## src/rtl/regblock_arbiter.sv

```systemverilog
// Round-robin arbiter sharing one indexed register block between requesters A and B,
// with a bounded lock for atomic sequences and 1-cycle-late read data routed back to the issuer.
module regblock_arbiter #(
  parameter int DATA_W   = 32,
  parameter int NUM_REGS = 2,
  parameter int MAX_LOCK = 8,
  localparam int IDX_W   = (NUM_REGS > 1) ? $clog2(NUM_REGS) : 1
) (
  input  logic              clk,
  input  logic              rst,
  input  logic              a_valid,
  output logic              a_ready,
  input  logic              a_we,
  input  logic              a_lock,
  input  logic [IDX_W-1:0]  a_idx,
  input  logic [DATA_W-1:0] a_wdata,
  output logic              a_rsp_valid,
  output logic [DATA_W-1:0] a_rsp_data,
  output logic              a_rsp_err,
  input  logic              b_valid,
  output logic              b_ready,
  input  logic              b_we,
  input  logic              b_lock,
  input  logic [IDX_W-1:0]  b_idx,
  input  logic [DATA_W-1:0] b_wdata,
  output logic              b_rsp_valid,
  output logic [DATA_W-1:0] b_rsp_data,
  output logic              b_rsp_err,
  output logic              rf_en,
  output logic [IDX_W-1:0]  rf_wr_index,
  output logic [DATA_W-1:0] rf_d,
  output logic [IDX_W-1:0]  rf_rd_index,
  input  logic [DATA_W-1:0] rf_q
);

  localparam logic [1:0] S_IDLE  = 2'd0;
  localparam logic [1:0] S_OWN_A = 2'd1;
  localparam logic [1:0] S_OWN_B = 2'd2;

  localparam int CNT_W  = $clog2(MAX_LOCK + 1);
  localparam int IDX_W1 = IDX_W + 1;
  localparam logic [IDX_W1-1:0] NUM_REGS_L = IDX_W1'(NUM_REGS);
  localparam logic [CNT_W-1:0]  MAX_LOCK_L = CNT_W'(MAX_LOCK);

  logic [1:0]        state;
  logic              rr_b;
  logic [CNT_W-1:0]  lock_cnt;
  logic [IDX_W-1:0]  rd_idx_q;

  logic              grant_a, grant_b;
  logic              acc_a, acc_b, acc, rd_acc, in_range, lock_expire;
  logic              sel_we, sel_lock;
  logic [IDX_W-1:0]  sel_idx;
  logic [DATA_W-1:0] sel_wdata;

  always_comb begin
    grant_a = 1'b0;
    grant_b = 1'b0;
    case (state)
      S_IDLE: begin
        if (a_valid && b_valid) begin
          grant_a = !rr_b;
          grant_b = rr_b;
        end else begin
          grant_a = a_valid;
          grant_b = b_valid;
        end
      end
      S_OWN_A: grant_a = a_valid;
      S_OWN_B: grant_b = b_valid;
      default: ;
    endcase
  end

  // Readiness is gated by reset so nothing is accepted while rst is low.
  assign a_ready = grant_a & rst;
  assign b_ready = grant_b & rst;
  assign acc_a   = a_valid & a_ready;
  assign acc_b   = b_valid & b_ready;
  assign acc     = acc_a | acc_b;

  assign sel_we    = acc_b ? b_we    : a_we;
  assign sel_lock  = acc_b ? b_lock  : a_lock;
  assign sel_idx   = acc_b ? b_idx   : a_idx;
  assign sel_wdata = acc_b ? b_wdata : a_wdata;

  assign in_range    = {1'b0, sel_idx} < NUM_REGS_L;
  assign rd_acc      = acc & !sel_we;
  assign lock_expire = (state != S_IDLE) && (lock_cnt == MAX_LOCK_L);

  assign rf_en       = acc & sel_we & in_range;
  assign rf_wr_index = sel_idx;
  assign rf_d        = sel_wdata;
  assign rf_rd_index = rd_acc ? sel_idx : rd_idx_q;

  // Out-of-range reads return zero; the block's output is never exposed for them.
  assign a_rsp_data = (a_rsp_valid && !a_rsp_err) ? rf_q : '0;
  assign b_rsp_data = (b_rsp_valid && !b_rsp_err) ? rf_q : '0;

  always_ff @(posedge clk or negedge rst) begin
    if (!rst) begin
      state       <= S_IDLE;
      rr_b        <= 1'b0;
      lock_cnt    <= '0;
      rd_idx_q    <= '0;
      a_rsp_valid <= 1'b0;
      a_rsp_err   <= 1'b0;
      b_rsp_valid <= 1'b0;
      b_rsp_err   <= 1'b0;
    end else begin
      a_rsp_valid <= acc_a & !sel_we;
      a_rsp_err   <= acc_a & !in_range;
      b_rsp_valid <= acc_b & !sel_we;
      b_rsp_err   <= acc_b & !in_range;
      if (rd_acc) rd_idx_q <= sel_idx;
      if (acc) rr_b <= acc_a;
      case (state)
        S_IDLE: begin
          if (acc && sel_lock) begin
            state    <= acc_a ? S_OWN_A : S_OWN_B;
            lock_cnt <= CNT_W'(1);
          end
        end
        S_OWN_A, S_OWN_B: begin
          // Forced release wins over the owner's lock bit and hands priority to the other side.
          if (lock_expire) begin
            state    <= S_IDLE;
            lock_cnt <= '0;
            rr_b     <= (state == S_OWN_A);
          end else if (acc && !sel_lock) begin
            state    <= S_IDLE;
            lock_cnt <= '0;
          end else begin
            lock_cnt <= lock_cnt + 1'b1;
          end
        end
        default: begin
          state    <= S_IDLE;
          lock_cnt <= '0;
        end
      endcase
    end
  end

endmodule

```

## config.mk

```make
export PLATFORM = sky130hd
export DESIGN_NAME = regblock_arbiter
export DESIGN_NICKNAME = d
export VERILOG_FILES = /design/src/rtl/regblock_arbiter.sv
export SDC_FILE = /design/constraint.sdc
export NUM_CORES = 1
export LEC_CHECK = 0
export CORE_MARGIN = 3
export CORE_UTILIZATION = 27
export DETAILED_ROUTE_END_ITERATION = 8
export PLACE_DENSITY = 0.94
export SLEW_MARGIN = 20
export SYNTH_ARGS = -nofsm -noshare
export SYNTH_HDL_FRONTEND = slang
export SYNTH_SLANG_ARGS = --single-unit
```

## constraint.sdc

```tcl
create_clock -name clk -period 4.2 [get_ports clk]
set_input_delay 0.63 -clock clk [delete_from_list [all_inputs] [get_ports clk]]
set_output_delay 0.63 -clock clk [all_outputs]
set_load 0.005 [all_outputs]
```

Word level (Yosys, flattened, before mapping)
Index checks and enable logic that the tools add are counted.
{"block": "word_totals", "word_cells": 55, "input_bits": 106, "ff_bits": 10}
{"block": "op_classes", "eq_ne": 5, "bitwise": 9, "addsub": 1, "mux": 23, "reduce_logical": 11}
{"op": "$mux 32", "n": 3}
{"op": "$mux 4", "n": 3}
{"op": "$mux 1", "n": 9}
{"op": "$and 1x1->1", "n": 8}
{"op": "$mux 2", "n": 4}
{"op": "$pmux 4 s2", "n": 1}
{"op": "$add 4x1->4 const B", "n": 1}
{"op": "$eq 4x4->1 const B", "n": 1}
{"op": "$logic_and 1x1->1", "n": 4}
{"op": "$pmux 1 s2", "n": 2}
{"op": "$pmux 2 s2", "n": 1}
{"op": "$logic_not 1->1", "n": 3}
{"op": "$ne 3x3->1 const B", "n": 1}
{"op": "$eq 2x1->1 const B", "n": 1}
{"op": "$eq 2x2->1 const B", "n": 1}
{"op": "$logic_not 2->1", "n": 1}
{"op": "$ne 2x2->1 const B", "n": 1}
{"op": "$reduce_and 2->1", "n": 1}
{"op": "$reduce_bool 2->1", "n": 1}
{"op": "$reduce_or 2->1", "n": 1}
{"op": "$or 1x1->1", "n": 1}

Depth between registers and ports, before layout
Gate-level depths: netlist of run 1.
{"block": "logic_depth", "word_depth": 11, "depth_mapped": 8, "mapped_depth_nobuf": 8}

Worst setup path after synthesis of run 1
OpenSTA, ideal clock, no wires.
{"block": "synth_path", "kind": "register to output", "startpoint": "reg state[0]", "endpoint": "out rf_d[10]", "t_required_ps": 3570, "setup_slack_ps": 1941, "stages_incl_launch_ff": 9, "t_arrival_ps": 1629, "n_path_buf": 2, "cell_sequence": "dfrtp_1 -> inv_1 -> ha_1 -> a31o_1 -> nand3_2 -> buf_2 -> buf_1 -> nand2_1 -> nand2_1"}
{"block": "synth_between", "elab_chain_cells": 5, "word_cells_on_any_way": 6, "cone_classes": "1 x eq/ne; 2 x mux; 2 x bitwise; 1 x reduce/logical"}
{"element": "start: declaration", "line": "45", "text": "logic [1:0] state;"}
{"element": "start signal: assignment", "line": "120", "text": "state <= acc_a ? S_OWN_A : S_OWN_B;"}
{"element": "$eq 2x2->1 / $logic_not 2->1 (equally long branches)", "line": "59", "text": "case (state)"}
{"element": "$pmux 1 s2 *", "line": "59"}
{"element": "$and 1x1->1 *", "line": "77", "text": "assign b_ready = grant_b & rst;"}
{"element": "$and 1x1->1 *", "line": "79", "text": "assign acc_b = b_valid & b_ready;"}
{"element": "$mux 32 *", "line": "85", "text": "assign sel_wdata = acc_b ? b_wdata : a_wdata;"}
{"element": "end: declaration", "line": "31", "text": "output logic [DATA_W-1:0] rf_d,"}
Mark *: on every way between the ends. The rest lies on a longest branch, timed or not.

Worst setup path after layout of run 1
{"block": "layout_path", "startpoint": "in a_valid", "endpoint": "out rf_d[23]"}
{"block": "layout_between", "elab_chain_cells": 6}
{"element": "start: declaration", "line": "11", "text": "input logic a_valid,"}
{"element": "$logic_and 1x1->1", "line": "61", "text": "if (a_valid && b_valid) begin"}
{"element": "$mux 1", "line": "61"}
{"element": "$pmux 1 s2", "line": "59"}
{"element": "$and 1x1->1", "line": "77"}
{"element": "$and 1x1->1", "line": "79"}
{"element": "$mux 32", "line": "85"}
No other way between the ends.

==> results of run 1 <==
[placed cells by master, fill, tap and decap left out, drive strengths merged, types with 2 or more instances in the layout]
cell type and count:
buf 3, dfrtp 10, ha 7, o21ai 3, a31o 2, nand3 2, inv 10, conb 2
and2 64, clkbuf 4, nor2 4, a22o 2, clkdlybuf4s50 208, nand2 107, and3 2
[layout make-up]
type | count | area share [%]
clock buffer | 4 | 1.48
inverter | 10 | 1.01
multi-input combinational | 215 | 31.6
sequential | 10 | 6.75
tap | 70 | 2.36
timing repair buffer | 211 | 56.7
[stage by stage]
stage / area (µm²) / hold slack, ns / util, % / setup WS, ns
after detailed placement: 3650 / 0.476 / 69.3 / 0.522
after CTS: 3710 / 0.484 / 70.4 / 0.517
final: 3710 / 0.484 / 70.4 / 0.508
after global routing: 3710 / 0.512 / 70.4 / 0.336
after global placement: 3650 / 0.464 / 69.3 / 0.584
after floorplan: 1530 / 0.334 / - / 1.94
[metal layers]
layer | GRT usage, % | up-vias | part of all wire, %
met2 | 39.2 | 123 | 53
met1 | 23.2 | 1021 | 36
met4 | 5.74 | 0 | 1.9
met3 | 5.21 | 14 | 9.1
li1 | - | 1181 | -
met5 | 0 | - | 0
[worst max-delay path, delay by kind of cell]
family	cells	cell delay, ns
and+or+nand+nor	4	0.61
AOI/OAI and AO/OA	1	0.24
buffers and inverters	4	1.57
[power groups by stage]
stage / registers (mW) / logic [mW] / clock network, mW
final: 0.181 / 0.851 / 0.124
after global routing: 0.187 / 0.937 / 0.129
after CTS: 0.181 / 0.858 / 0.125
after detailed placement: 0.182 / 0.847 / 0
after global placement: 0.180 / 0.829 / 0
after floorplan: 0.158 / 0.418 / 0
[cells by family after synthesis]
kind of cell / after synthesis / share of synthesized area (%)
AND/OR/NAND/NOR: 184 / 57.8
buffers and inverters: 25 / 6.74
AO/OA/AOI/OAI: 21 / 12.3
flip-flops: 10 / 16.4
adder cells (fa/ha/maj): 7 / 5.75
multiplexers: 1 / 0.657
other: 1 / 0.246
[cells in the mapped netlist, types with 2 or more instances]
library cell               count  area, µm²
sky130_fd_sc_hd__a22o_1        2       17.5
sky130_fd_sc_hd__buf_4         2       15.0
sky130_fd_sc_hd__buf_1         6       22.5
sky130_fd_sc_hd__o21ai_0       3       15.0
sky130_fd_sc_hd__ha_1          7       87.6
sky130_fd_sc_hd__nor2_1        4       15.0
sky130_fd_sc_hd__nand2_1     107        402
sky130_fd_sc_hd__and3_1        2       12.5
sky130_fd_sc_hd__a31o_1        2       17.5
sky130_fd_sc_hd__clkbuf_1      6       22.5
sky130_fd_sc_hd__inv_1         9       33.8
sky130_fd_sc_hd__dfrtp_1      10        250
sky130_fd_sc_hd__and2_1       64        400
[flip-flops by register name, summed over array words and instances, names as in the netlist]
| name | cells |
|---|---|
| rd_idx_q | 1 |
| rr_b | 1 |
| a_rsp_valid | 1 |
| lock_cnt | 4 |
| state | 2 |
| b_rsp_valid | 1 |
[worst max-delay path by stage]
stage                     endpoint  slack [ns]  cells after the start
after CTS                 rf_d[23]        0.52                      9
final                     rf_d[23]        0.51                      9
after floorplan           rf_d[10]        1.94                      8
after detailed placement  rf_d[23]        0.52                      9
after global placement    rf_d[20]        0.58                      9
after global routing      rf_d[17]        0.34                      9
==> flow_metrics.tcl, run 1 <==
set metrics [dict create \
    clock_tree.buffer_depth 2 \
    vias_in_the_first_global_route 2257 \
    cp-end-kind "primary output" \
    die-area_um2 6580 \
    io_buffers 208 \
    fin_tns_setup_ns 0 \
    postRouteAntennaNets 0 \
    min_period_over_period_pct 87.9 \
    cell_depth_of_the_worst_hold_path 1 \
    timing.critical_path.required_ns 3.57 \
    setup.worst_path.start "a_valid" \
    placeableCoreArea_um2 5270 \
    die_w_um 81.1 \
    synth_edf_count 0 \
    postCtsSetupBuffers 0 \
    hold_violations_final 0 \
    post_synth_num_cell_types 38 \
    numCtsBuffers 3 \
    worst_ep_arrival_time_ns 3.06 \
    std_cell_rows 26 \
    post_layout_nonfiller_instances 520 \
    wl_per_cell_um 14.2 \
    clk_pin_slew_ns 0.05 \
    share_of_post_route_cells_with_drive_strength_above_1_pct 2.67 \
    worst-setup-path-type "input port to primary output" \
    seqPwrFrac_pct 15.6 \
    min-delay-path-class "register to register" \
    hpwl_um 6380 \
    cap_violations 0 \
    p_leak_nw 1.65 \
    timing.final.crit_period_ns 3.69 \
    setup_viol 0 \
    synth_area_per_cell_um2 6.12 \
    combPwrFrac_pct 73.7 \
    layout.nets 564 \
    floorplan.initialDensity_pct 28.9 \
    rsz0062_at_grt "no" \
    crit-reg2reg-capture "state[0]$_DFFE_PN0P_" \
    power.switching_mw 0.453 \
    root_buffer "sky130_fd_sc_hd__clkbuf_8" \
    share_clk_of_total_power_pct 10.7 \
    route.detailed.drc 0 \
    num_vias 2339 \
    vdd.ir_drop.worst_uv 239 \
    p_total_mw 1.16 \
    fmax_ghz 0.271 \
    worstPathCellList "clkdlybuf4s50_1 -> nand2b_1 -> a31o_1 -> nand3_2 -> inv_2 -> buf_4 -> nand2_1 -> nand2_1 -> clkdlybuf4s50_1" \
    internal_power_consumption_mw 0.703 \
    power_density_nw_per_um2 311 \
    run_status "complete, no violations" \
    place_congestion 0.836 \
    synth-seq-cells 10 \
    post_cts.resized_instances 0 \
    drt_iter0_drc 55 \
    max-slew-margin-rel_pct 49.9 \
    worst-r2r-cell-count 8 \
    delay_of_the_slowest_cell_on_the_worst_path_ns 0.51 \
    mappedNetlistArea_um2 1520 \
    r2r_setup_slack_ns 1.77 \
    ys.flop_type "sky130_fd_sc_hd__dfrtp_1" \
    grt_antenna_before_repair 0 \
    finalMaxSlewViolations 0 \
    synth_cells 249 \
    die_boundary_height_um 81.1 \
    cts_sinks 10 \
    total_instance_count_after_detailed_placement 516 \
    overflow 0 \
    first_pass_grt_wire_length_um 10800 \
    insertion_delay_ns 0.24 \
    worstHoldStart "lock_cnt[3]$_DFFE_PN0P_" \
    total_area_of_multi_input_combinational_cells_um2 1170 \
    synth-seq-area-share_pct 16.4 \
    num_io_pins 211 \
    detail_route.first_pass.iterations 4 \
    finalClockSkew_ns 0.00384 \
    groute.usage.overall_pct 20.9 \
    critical_path_peak_fanout 26 \
    max_slew.worst_pin.slew_ns 0.752 \
    sequential_cell_area_um2 250 \
    maximum_number_of_pins_on_one_net_before_global_route_repair 34 \
    syn_to_final_growth_pct 144 \
    synth.yosys.warnings 0 \
    critical_path.slowest_cell "sky130_fd_sc_hd__clkdlybuf4s50_1" \
    tritoncts "yes" \
    critPathLaunchType "input port" \
    netSwitchingFraction_pct 39.2 \
    timing.rr.start "state[0]$_DFFE_PN0P_" \
    drt_wl_total_um 7410 \
    filler_cell_count 431 \
    via_per_inst 4.50 \
    num_antenna_cells 0 \
    h_tree_depth_reported_by_cts 1 \
    whs_endpoint "lock_cnt[3]$_DFFE_PN0P_" \
    async_reset_ff_share_pct 100 \
    cts_hold_repair.buffers 0 \
]
Note: power is estimated with default switching activity, not from simulation.
==> run 2, diff against run 1 <==
--- a/config.mk
+++ b/config.mk
@@ -5,6 +5,7 @@
 export SDC_FILE = /design/constraint.sdc
 export NUM_CORES = 1
 export LEC_CHECK = 0
+export CAP_MARGIN = 0
 export CORE_MARGIN = 3
 export CORE_UTILIZATION = 27
 export DETAILED_ROUTE_END_ITERATION = 8
==> results of run 2 <==
The final DEF is identical to that of run 1; final timing and power are the same.
